<file path="src/rtl/best_metric_search.sv">
// Minimum path-metric search over one trellis step: returns the smallest survivor
// metric, its state index, a normalization request and a step-length error flag.
module best_metric_search #(
  parameter int W_DIS    = 12,
  parameter int W_ST     = 6,
  parameter int N_STATES = 64,
  parameter int NORM_TH  = 2048
) (
  input  logic             clk,
  input  logic             rst_n,
  input  logic             di_valid,
  output logic             di_ready,
  input  logic [W_DIS-1:0] di_dis,
  input  logic [W_ST-1:0]  di_state,
  input  logic             di_last,
  output logic             do_valid,
  input  logic             do_ready,
  output logic [W_DIS-1:0] do_dis,
  output logic [W_ST-1:0]  do_state,
  output logic             do_norm,
  output logic             do_err
);

  localparam int CW = W_ST + 1;
  localparam logic [CW-1:0]    CNT_LAST = CW'(N_STATES - 1);
  localparam logic [CW-1:0]    CNT_MAX  = CW'(N_STATES);
  localparam logic [W_DIS-1:0] TH       = W_DIS'(NORM_TH);

  // ACC: collecting a step; HOLD: a result is waiting for the traceback.
  typedef enum logic {ACC = 1'b0, HOLD = 1'b1} state_e;

  state_e           state_q;
  logic [CW-1:0]    cnt_q;
  logic             ovf_q;
  logic [W_DIS-1:0] min_dis_q;
  logic [W_ST-1:0]  min_st_q;
  logic             do_valid_q;
  logic [W_DIS-1:0] do_dis_q;
  logic [W_ST-1:0]  do_state_q;
  logic             do_norm_q;
  logic             do_err_q;

  logic             accept;
  logic             xfer;
  logic             first;
  logic             step_err;
  logic [W_DIS-1:0] min_dis_d;
  logic [W_ST-1:0]  min_st_d;

  // Input handshake: valid/ready, a beat moves on any edge where both are high.
  assign di_ready = (state_q == ACC) || do_ready;

  always_comb begin
    accept    = di_valid && di_ready;
    xfer      = do_valid_q && do_ready;
    first     = (cnt_q == '0) && !ovf_q;
    step_err  = ovf_q || (cnt_q != CNT_LAST);
    min_dis_d = min_dis_q;
    min_st_d  = min_st_q;
    // Strict less-than keeps the earliest candidate on ties.
    if (first || (di_dis < min_dis_q)) begin
      min_dis_d = di_dis;
      min_st_d  = di_state;
    end
  end

  always_ff @(posedge clk or negedge rst_n) begin
    if (!rst_n) begin
      state_q    <= ACC;
      cnt_q      <= '0;
      ovf_q      <= 1'b0;
      min_dis_q  <= '0;
      min_st_q   <= '0;
      do_valid_q <= 1'b0;
      do_dis_q   <= '0;
      do_state_q <= '0;
      do_norm_q  <= 1'b0;
      do_err_q   <= 1'b0;
    end else if (accept) begin
      if (di_last) begin
        state_q    <= HOLD;
        do_valid_q <= 1'b1;
        do_dis_q   <= min_dis_d;
        do_state_q <= min_st_d;
        do_norm_q  <= (min_dis_d >= TH);
        do_err_q   <= step_err;
        cnt_q      <= '0;
        ovf_q      <= 1'b0;
      end else begin
        state_q   <= ACC;
        min_dis_q <= min_dis_d;
        min_st_q  <= min_st_d;
        if (cnt_q == CNT_MAX) begin
          ovf_q <= 1'b1;
        end else begin
          cnt_q <= cnt_q + 1'b1;
        end
        if (xfer) begin
          do_valid_q <= 1'b0;
        end
      end
    end else if (xfer) begin
      state_q    <= ACC;
      do_valid_q <= 1'b0;
    end
  end

  assign do_valid = do_valid_q;
  assign do_dis   = do_dis_q;
  assign do_state = do_state_q;
  assign do_norm  = do_norm_q;
  assign do_err   = do_err_q;

endmodule

</file>
<file path="config.mk">
export PLATFORM = sky130hd
export DESIGN_NAME = best_metric_search
export DESIGN_NICKNAME = d
export VERILOG_FILES = /design/src/rtl/best_metric_search.sv
export SDC_FILE = /design/constraint.sdc
export NUM_CORES = 1
export LEC_CHECK = 0
export BUFFER_PORTS_ARGS = -buffer_cell sky130_fd_sc_hd__buf_2
export CAP_MARGIN = 20
export CORE_UTILIZATION = 50
export CTS_CLUSTER_DIAMETER = 200
export DETAILED_ROUTE_END_ITERATION = 10
export PLACE_DENSITY = 0.71
export REMOVE_ABC_BUFFERS = 1
export SETUP_SLACK_MARGIN = 0.1
export SYNTH_ARGS = -nofsm -noshare
export SYNTH_HDL_FRONTEND = slang
export SYNTH_SLANG_ARGS = --single-unit
</file>
<file path="constraint.sdc">
create_clock -name clk -period 6.1 [get_ports clk]
set_input_delay 0.305 -clock clk [delete_from_list [all_inputs] [get_ports clk]]
set_output_delay 0.305 -clock clk [all_outputs]
set_load 0.03 [all_outputs]
</file>
==> results of run 1 <==
cell families (layout without fill, tap and decap cells):
kind of cell,count (synthesis),count (layout),synth area share [%]
and+or+nand+nor,75,75,13.79
buffers and inverters,34,73,5.799
AOI/OAI and AO/OA,77,77,20.82
DFF,48,48,43.84
muxes,19,19,9.178
xor gates and xnor gates,2,2,0.6394
adders and majority gates,13,13,5.936
metrics by stage:
step	setup WS (ns)	hold slack (ns)	util, %	area, um2
2_1_floorplan	2.996	0.009409	-	2645
3_3_place_gp	2.618	0.4938	57.07	2970
3_5_place_dp	2.525	0.5017	57.07	2970
4_1_cts	2.516	0.2094	59.13	3078
5_1_grt	2.261	0.2163	59.71	3108
6_report	2.514	0.2133	59.71	3108
final cells by class:
class,count,area (um2)
Clock buffer,6,72.57
Sequential cell,48,1201
Tap cell,70,87.58
Clock inverter,2,35.03
Timing Repair Buffer,48,265.3
Fill cell,461,2097
Multi-Input combinational cell,186,1383
Inverter,17,63.81
power by group:
group	switching (W)	internal [W]
logic	0.000520	0.000333
registers	0.000101	0.000459
clock network	0.000108	0.000122
total	0.000729	0.000913
cells in the final DEF (no fill, tap or decap), types with 10 or more instances in the layout:
cell       n
dfrtp_1   48
buf_2     44
nor2_1    29
a31oi_1   19
o211ai_1  18
inv_1     17
nand3_1   15
ha_1      13
o22a_1    11
mux2_4    10
flip-flops by register name, indices dropped and copies added (netlist names), 6 cells and up:
signal / flops
do_dis: 12
min_dis_q: 12
min_st_q: 6
cnt_q: 7
do_state: 6
metal layers:
metal | global-route usage [%] | share of wire [%]
met1 | 30.93 | 49
met2 | 36.82 | 47
met3 | 4.431 | 3.3
met4 | 5.000 | 0.35
met5 | 0 | 0
worst paths after layout:
| kind | from | endpoint | cells past startpoint |
|---|---|---|---|
| worst max register to register | cnt_q[2] | min_dis_q[0] | 5 |
| min in group asynchronous | rst_n | do_norm | 2 |
| max in group asynchronous | rst_n | min_dis_q[3] | 3 |
| worst min register to register | state_q | state_q | 1 |
| worst max-delay path | cnt_q[2] | min_dis_q[0] | 5 |
| worst min-delay path | do_ready | do_valid | 2 |
==> impl_metrics.py, run 1 <==
metrics = {
    "logic_synthesis": {
        "yosys_register_bits": 48,
        "netlist_instances": 268,
        "synth_enable_flop_cells": 0,
        "synth.distinct_cells": 40,
        "async_reset_ff_share_pct": 100.0,
        "synth_top_area_share_pct": 43.84,
        "syn_area_per_cell_um2": 10.22,
        "synth_area_um2": 2740,
        "yosysSeqAreaShare_pct": 43.84,
        "yosysMostFrequentCell": "dfrtp_1",
        "yosys-top-cells-count": "dfrtp_1, nor2_1, a31oi_1",
        "yosys.area.top_type": "dfrtp_1",
        "yosysWarnings": 0,
        "synth_flop_cell": "dfrtp_1",
        "synth_area_leaders": "dfrtp_1, ha_1, mux2_4, o211ai_1, a31oi_1",
    },
    "clock_network": {
        "cts_tree": "built",
        "clockBufferDepth": 2,
        "cts.sinks": 48,
        "cts_resized": 0,
        "cts_made_buffers": 5,
        "cts_root_buf": "clkbuf_8",
        "clk_latency_ns": 0.30,
        "cts_hold_buf": 0,
        "cts_setup_buffers": 0,
        "clk_pin_slew_ns": 0.09,
        "htree_levels": 2,
    },
    "die": {
        "die_h_um": 76.03,
        "die_x_um": 76.03,
        "die-area_um2": 5781,
        "io_pins": 45,
        "core_area_um2": 5205,
        "start_util_pct": 52.64,
        "rows": 26,
    },
    "worst_setup_path": {
        "crit_required_ns": 6.28,
        "startpoint_type": "register",
        "crit_chain": "nor2_1 -> nand4_4 -> nand2_1 -> o2111a_1 -> mux2_2",
        "ff2ff_setup_slack_ns": 2.51,
        "crit_family": "simple AND/OR/NAND/NOR gates",
        "cp-end-kind": "register",
        "cp_max_fo": 30,
        "slowest_delay_ns": 1.01,
        "path_class": "reg2reg",
        "path_buf_inv": 0,
        "slowest_stage": "o2111a_1",
        "worst_ep_arrival_time_ns": 3.77,
    },
    "global_routing": {
        "grt_max_degree": 49,
        "grt_pass1_wl_mm": 10.42,
        "grt_pass1_vias": 2181,
        "grt-ovfl-total": 0,
        "antenna_found_initial": 0,
        "grt_usage_pct": 22.45,
    },
    "power": {
        "p_leak_nw": 1.349,
        "vdd_drop_max_v": 0.0003929,
        "power.density_nw_per_um2": 528.2,
        "total_power_w": 0.001642,
    },
    "sta": {
        "period_needed_ns": 3.586,
        "slew_violations": 0,
        "setup_viol": 0,
        "hold_violations": 0,
        "final.setup.tns_ns": 0,
        "rsz0062_at_grt": "false",
        "max_slew.worst_pin.slew_ns": 1.032,
        "finClkSkew_ns": 0.01291,
        "relSlewSlack_pct": 31.21,
        "max_freq_mhz": 278.9,
        "fin_crit_sh_pct": 58.79,
    },
    "final_layout": {
        "syn_to_final_growth_pct": 13.42,
        "stdcell_count": 377,
        "drive_above_1_share_pct": 26.06,
        "n_antenna_cell": 0,
        "layout.nets": 342,
    },
    "place": {
        "hpwlAfterDp_mm": 3.959,
        "io_buffer_count": 44,
        "gp_congestion": 0.7734,
        "dp_cells": 367,
    },
    "status": {
        "status": "completed",
    },
    "routing": {
        "drc": 0,
        "avgViaCountPerCell": 5.772,
        "wire_per_inst_um": 15.88,
        "wl_mm": 5.987,
        "drt-initial-drc-count": 136,
        "num_vias": 2176,
        "first_pass_iters": 4,
        "final_antenna_net_count": 0,
    },
    "job": {
        "maxCapViolations": 0,
    },
    "min_path": {
        "hold_path_class": "in2reg",
    },
}
Power figures use the tool's default switching activity.
==> run 2: changes to the inputs <==
- clock period: 6.1 -> 3.5 ns (I/O delays scaled with it)
==> impl_metrics.py, run 2 (same netlist as run 1, synthesis figures left out) <==
metrics = {
    "clock_network": {
        "clockBufferDepth": 2,
        "cts.sinks": 48,
        "cts_made_buffers": 5,
        "cts_root_buf": "clkbuf_8",
        "cts_tree": "built",
        "clk_latency_ns": 0.30,
        "htree_levels": 2,
        "clk_pin_slew_ns": 0.09,
    },
    "die": {
        "die_x_um": 76.03,
        "core_area_um2": 5205,
        "rows": 26,
        "die-area_um2": 5781,
        "start_util_pct": 52.64,
        "io_pins": 45,
        "die_h_um": 76.03,
    },
    "place": {
        "io_buffer_count": 44,
        "hpwlAfterDp_mm": 4.100,
        "dp_cells": 372,
        "postPlaceCellArea_um2": 3008,
        "gp_congestion": 0.7946,
    },
    "global_routing": {
        "antenna_found_initial": 0,
        "grt_usage_pct": 22.82,
        "grt_pass1_wl_mm": 10.48,
        "grt_max_degree": 49,
        "grt-ovfl-total": 0,
        "grt_pass1_vias": 2158,
    },
    "worst_setup_path": {
        "crit_family": "simple AND/OR/NAND/NOR gates",
        "cp_max_fo": 14,
        "ff2ff_setup_slack_ns": 0.99,
        "crit_chain": "nor2_1 -> nand4_4 -> buf_4 -> nand2_1 -> o2111a_1 -> buf_4 -> mux2_2",
        "cp-end-kind": "register",
        "cpMostUsedCell": "buf_4",
        "slowest_delay_ns": 0.46,
        "worst_ep_arrival_time_ns": 2.70,
        "path_class": "reg2reg",
        "slowest_stage": "dfrtp_1",
        "startpoint_type": "register",
        "path_buf_inv": 2,
        "crit_required_ns": 3.69,
    },
    "sta": {
        "setup_viol": 0,
        "period_needed_ns": 2.506,
        "final.setup.tns_ns": 0,
        "max_freq_mhz": 399.0,
        "finClkSkew_ns": 0.009153,
        "hold_violations": 0,
        "rsz0062_at_grt": "false",
        "slew_violations": 0,
        "relSlewSlack_pct": 60.26,
        "fin_crit_sh_pct": 71.61,
        "max_slew.worst_pin.slew_ns": 0.5961,
    },
    "routing": {
        "drc": 0,
        "wl_mm": 5.959,
        "topRoutingLayerUsed": "met4",
        "avgViaCountPerCell": 5.647,
        "wl_met2_mm": 2.626,
        "drt-initial-drc-count": 100,
        "wire_per_inst_um": 15.60,
        "final_antenna_net_count": 0,
        "wl_met1_mm": 3.054,
        "first_pass_iters": 4,
        "num_vias": 2157,
        "wl_met3_um": 171,
    },
    "power": {
        "p_leak_nw": 1.367,
        "vdd_drop_max_v": 0.0005096,
        "power.density_nw_per_um2": 900.9,
    },
    "final_layout": {
        "final_common_cell": "dfrtp_1",
        "fin_area_um2": 3139,
        "layout.nets": 347,
        "syn_to_final_growth_pct": 14.57,
        "stdcell_count": 382,
        "most-common-layout-cells": "dfrtp_1, buf_2, nor2_1",
        "drive_above_1_share_pct": 27.24,
        "n_antenna_cell": 0,
    },
    "status": {
        "status": "completed",
    },
    "job": {
        "maxCapViolations": 0,
    },
    "min_path": {
        "hold_path_class": "in2reg",
    },
}
run 2: cell count changes in the layout (fill, tap and decap cells not counted):
cell	change
buf_4	+5
buf_12	-1
buf_16	+1
bufinv_16	-1
clkbuf_8	+1
clkinv_2	-1
clkinvlp_4	+1
run 2: power breakdown:
group	leakage [nW]	total (W)	internal, W	switching [W]
registers	0.561	0.000972	0.000799	0.000172
clock network	0.0445	0.000349	0.000161	0.000188
logic	0.761	0.00151	0.000600	0.000907
run 2: worst register-to-register path: cells and delay by family (launching register included):
| kind | cells | cell delay [ns] |
|---|---|---|
| buffers and inverters | 2 | 0.58 |
| muxes | 1 | 0.37 |
| and+or+nand+nor | 3 | 0.60 |
| DFF | 1 | 0.46 |
| AOI/OAI and AO/OA | 1 | 0.38 |
run 2: area by class of cell:
class	count	area (um2)
inverters	17	63.81
multi-input cells	186	1383
fillers	475	2066
clock buffers	7	86.33
well taps	70	87.58
clock inverters	1	7.507
flip-flops and latches	48	1201
repair buffers	53	310.3
run 2: what timing repair did:
action,CTS,global route
resized for setup,0,0
hold buffers,0,1
hold endpoints to repair,0,24
buffers inserted,0,0
run 2: worst paths after layout:
check | from | cells past startpoint | endpoint
min in group asynchronous | rst_n | 2 | do_state[5]
max reg2reg | cnt_q[2] | 7 | min_st_q[1]
min | do_ready | 2 | do_valid
max in group asynchronous | rst_n | 3 | min_dis_q[2]
min reg2reg | state_q | 1 | state_q
max | cnt_q[2] | 7 | min_st_q[1]
run 2: metrics by stage:
step                      worst slack, ns  power, W  util (%)  hold WS (ns)
after global placement              1.080  0.002453     57.79        0.4053
after CTS                           1.009  0.002844     59.59       0.08090
after detailed placement            1.006  0.002492     57.79        0.4124
after floorplan                    0.3961  0.002063         -       -0.1206
after global routing               0.8356  0.003058     60.31       0.09036
final                              0.9938  0.002828     60.31       0.09357
run 2: metal layers:
metal | up-vias | track usage (%)
met1 | 1010 | 32.05
met3 | 8 | 4.072
met4 | 0 | 8.462
li1 | 1095 | -
met2 | 44 | 35.45
met5 | - | 0
==> run 3: changes to the inputs <==
- clock period: 3.5 -> 2.4 ns (I/O delays scaled with it)
==> impl_metrics.py, run 3 (same netlist as run 1, synthesis figures left out) <==
metrics = {
    "sta": {
        "finClkSkew_ns": 0.01049,
        "fin_crit_sh_pct": 90.43,
        "relSlewSlack_pct": 69.21,
        "setup_viol": 0,
        "period_needed_ns": 2.170,
        "max_slew.worst_pin.slew_ns": 0.4619,
        "final.setup.tns_ns": 0,
        "max_freq_mhz": 460.8,
        "slew_violations": 0,
        "hold_violations": 0,
        "rsz0062_at_grt": "true",
    },
    "global_routing": {
        "grt_usage_pct": 23.78,
        "antenna_found_initial": 0,
        "grt_pass1_vias": 2168,
        "grt_pass1_wl_mm": 11.01,
        "grt_max_degree": 30,
        "grt-ovfl-total": 0,
    },
    "final_layout": {
        "final_common_cell": "dfrtp_1",
        "drive_above_1_share_pct": 28.71,
        "n_antenna_cell": 0,
        "layout.nets": 352,
        "most-common-layout-cells": "dfrtp_1, buf_2, nor2_1",
        "syn_to_final_growth_pct": 15.53,
        "stdcell_count": 387,
        "final_util_pct": 60.82,
        "fin_area_um2": 3166,
    },
    "power": {
        "total_power_w": 0.004192,
        "p_leak_nw": 1.390,
        "vdd_drop_max_v": 0.0006850,
        "power.density_nw_per_um2": 1324,
    },
    "routing": {
        "wl_mm": 6.202,
        "drc": 0,
        "wire_per_inst_um": 16.03,
        "num_vias": 2236,
        "final_antenna_net_count": 0,
        "first_pass_iters": 4,
        "avgViaCountPerCell": 5.778,
        "drt-initial-drc-count": 128,
    },
    "worst_setup_path": {
        "path_buf_inv": 2,
        "slowest_stage": "dfrtp_1",
        "startpoint_type": "register",
        "crit_family": "compound AO/OA/AOI/OAI gates",
        "crit_required_ns": 2.61,
        "crit_chain": "inv_1 -> ha_1 -> a211oi_2 -> o21ai_2 -> a41oi_2 -> o2111a_1 -> buf_6 -> mux2_2",
        "cp-end-kind": "register",
        "worst_ep_arrival_time_ns": 2.38,
        "path_class": "reg2reg",
        "cp.depth": 8,
        "slowest_delay_ns": 0.38,
        "cp_max_fo": 10,
        "worstRegToRegCells": 8,
    },
    "die": {
        "die_h_um": 76.03,
        "start_util_pct": 52.64,
        "core_area_um2": 5205,
        "die-area_um2": 5781,
        "die_x_um": 76.03,
        "io_pins": 45,
        "rows": 26,
    },
    "job": {
        "maxCapViolations": 0,
    },
    "clock_network": {
        "clockBufferDepth": 2,
        "cts_setup_buffers": 0,
        "clk_pin_slew_ns": 0.10,
        "clk_latency_ns": 0.31,
        "cts_tree": "built",
        "cts_made_buffers": 5,
        "cts.sinks": 48,
        "cts_root_buf": "clkbuf_8",
        "htree_levels": 2,
    },
    "min_path": {
        "hold_path_class": "in2reg",
        "whs_path_depth": 2,
    },
    "place": {
        "hpwlAfterDp_mm": 4.385,
        "gp_congestion": 0.8178,
        "dp_cells": 378,
        "postPlaceCellArea_um2": 3053,
        "io_buffer_count": 44,
    },
    "status": {
        "status": "completed",
    },
}
==> run 3: changes by cell type in the layout (fill, tap and decap cells not counted) <==
cell | previous run | this run
buf_4 | 7 | 11
buf_6 | 0 | 2
inv_6 | 0 | 2
buf_16 | 1 | 0
clkbuf_1 | 1 | 0
clkbuf_8 | 6 | 5
clkinv_4 | 0 | 1
clkinvlp_4 | 1 | 0
==> run 3: stage by stage <==
stage          hold WS, ns  setup WS (ns)
2_1_floorplan      -0.1756        -0.7039
3_3_place_gp       0.09832         0.2869
3_5_place_dp        0.1001         0.2004
4_1_cts           0.002189         0.2061
5_1_grt            0.01142         0.1012
6_report           0.01545         0.2297
==> run 3: cell type report <==
class,count,area (um2)
fillers,461,2039
multi-input cells,186,1383
flip-flops and latches,48,1201
repair buffers,58,335.3
well taps,70,87.58
clock buffers,5,68.82
inverters,17,63.81
clock inverters,3,26.28
==> run 3: final timing paths <==
kind	start	to	slack, ns
worst max-delay path	min_dis_q[2]	min_st_q[3]	0.23
worst min-delay path	do_ready	do_valid	0.02
worst max register to register	min_dis_q[2]	min_st_q[3]	0.23
worst min register to register	state_q	state_q	0.53
max in group asynchronous	rst_n	cnt_q[3]	1.51
min in group asynchronous	rst_n	do_dis[11]	0.29
==> run 3: repair_timing <==
action,4_1_cts,5_1_grt
setup endpoints to repair,0,14
resized for setup,0,2
hold endpoints to repair,17,0
hold buffers,1,0
==> run 3: report_power, final <==
group	total, W	switching, W	leakage, nW	internal, W
clock network	0.000518	0.000303	0.0491	0.000215
registers	0.00143	0.000260	0.561	0.00117
logic	0.00225	0.00134	0.780	0.000904
==> run 3: worst reg2reg max path, stage by stage (launching register included) <==
cell	delay, ns
dfrtp_1	0.38
inv_1	0.07
ha_1	0.30
a211oi_2	0.25
o21ai_2	0.09
a41oi_2	0.22
o2111a_1	0.25
buf_6	0.17
mux2_2	0.34
==> run 3: metal layers <==
layer	vias up	routed length, um	global-route usage, %
met1	1085	3071	33.46
met2	49	2908	37.82
li1	1097	-	-
met5	-	0	0
met3	5	176	4.192
met4	0	46	6.731
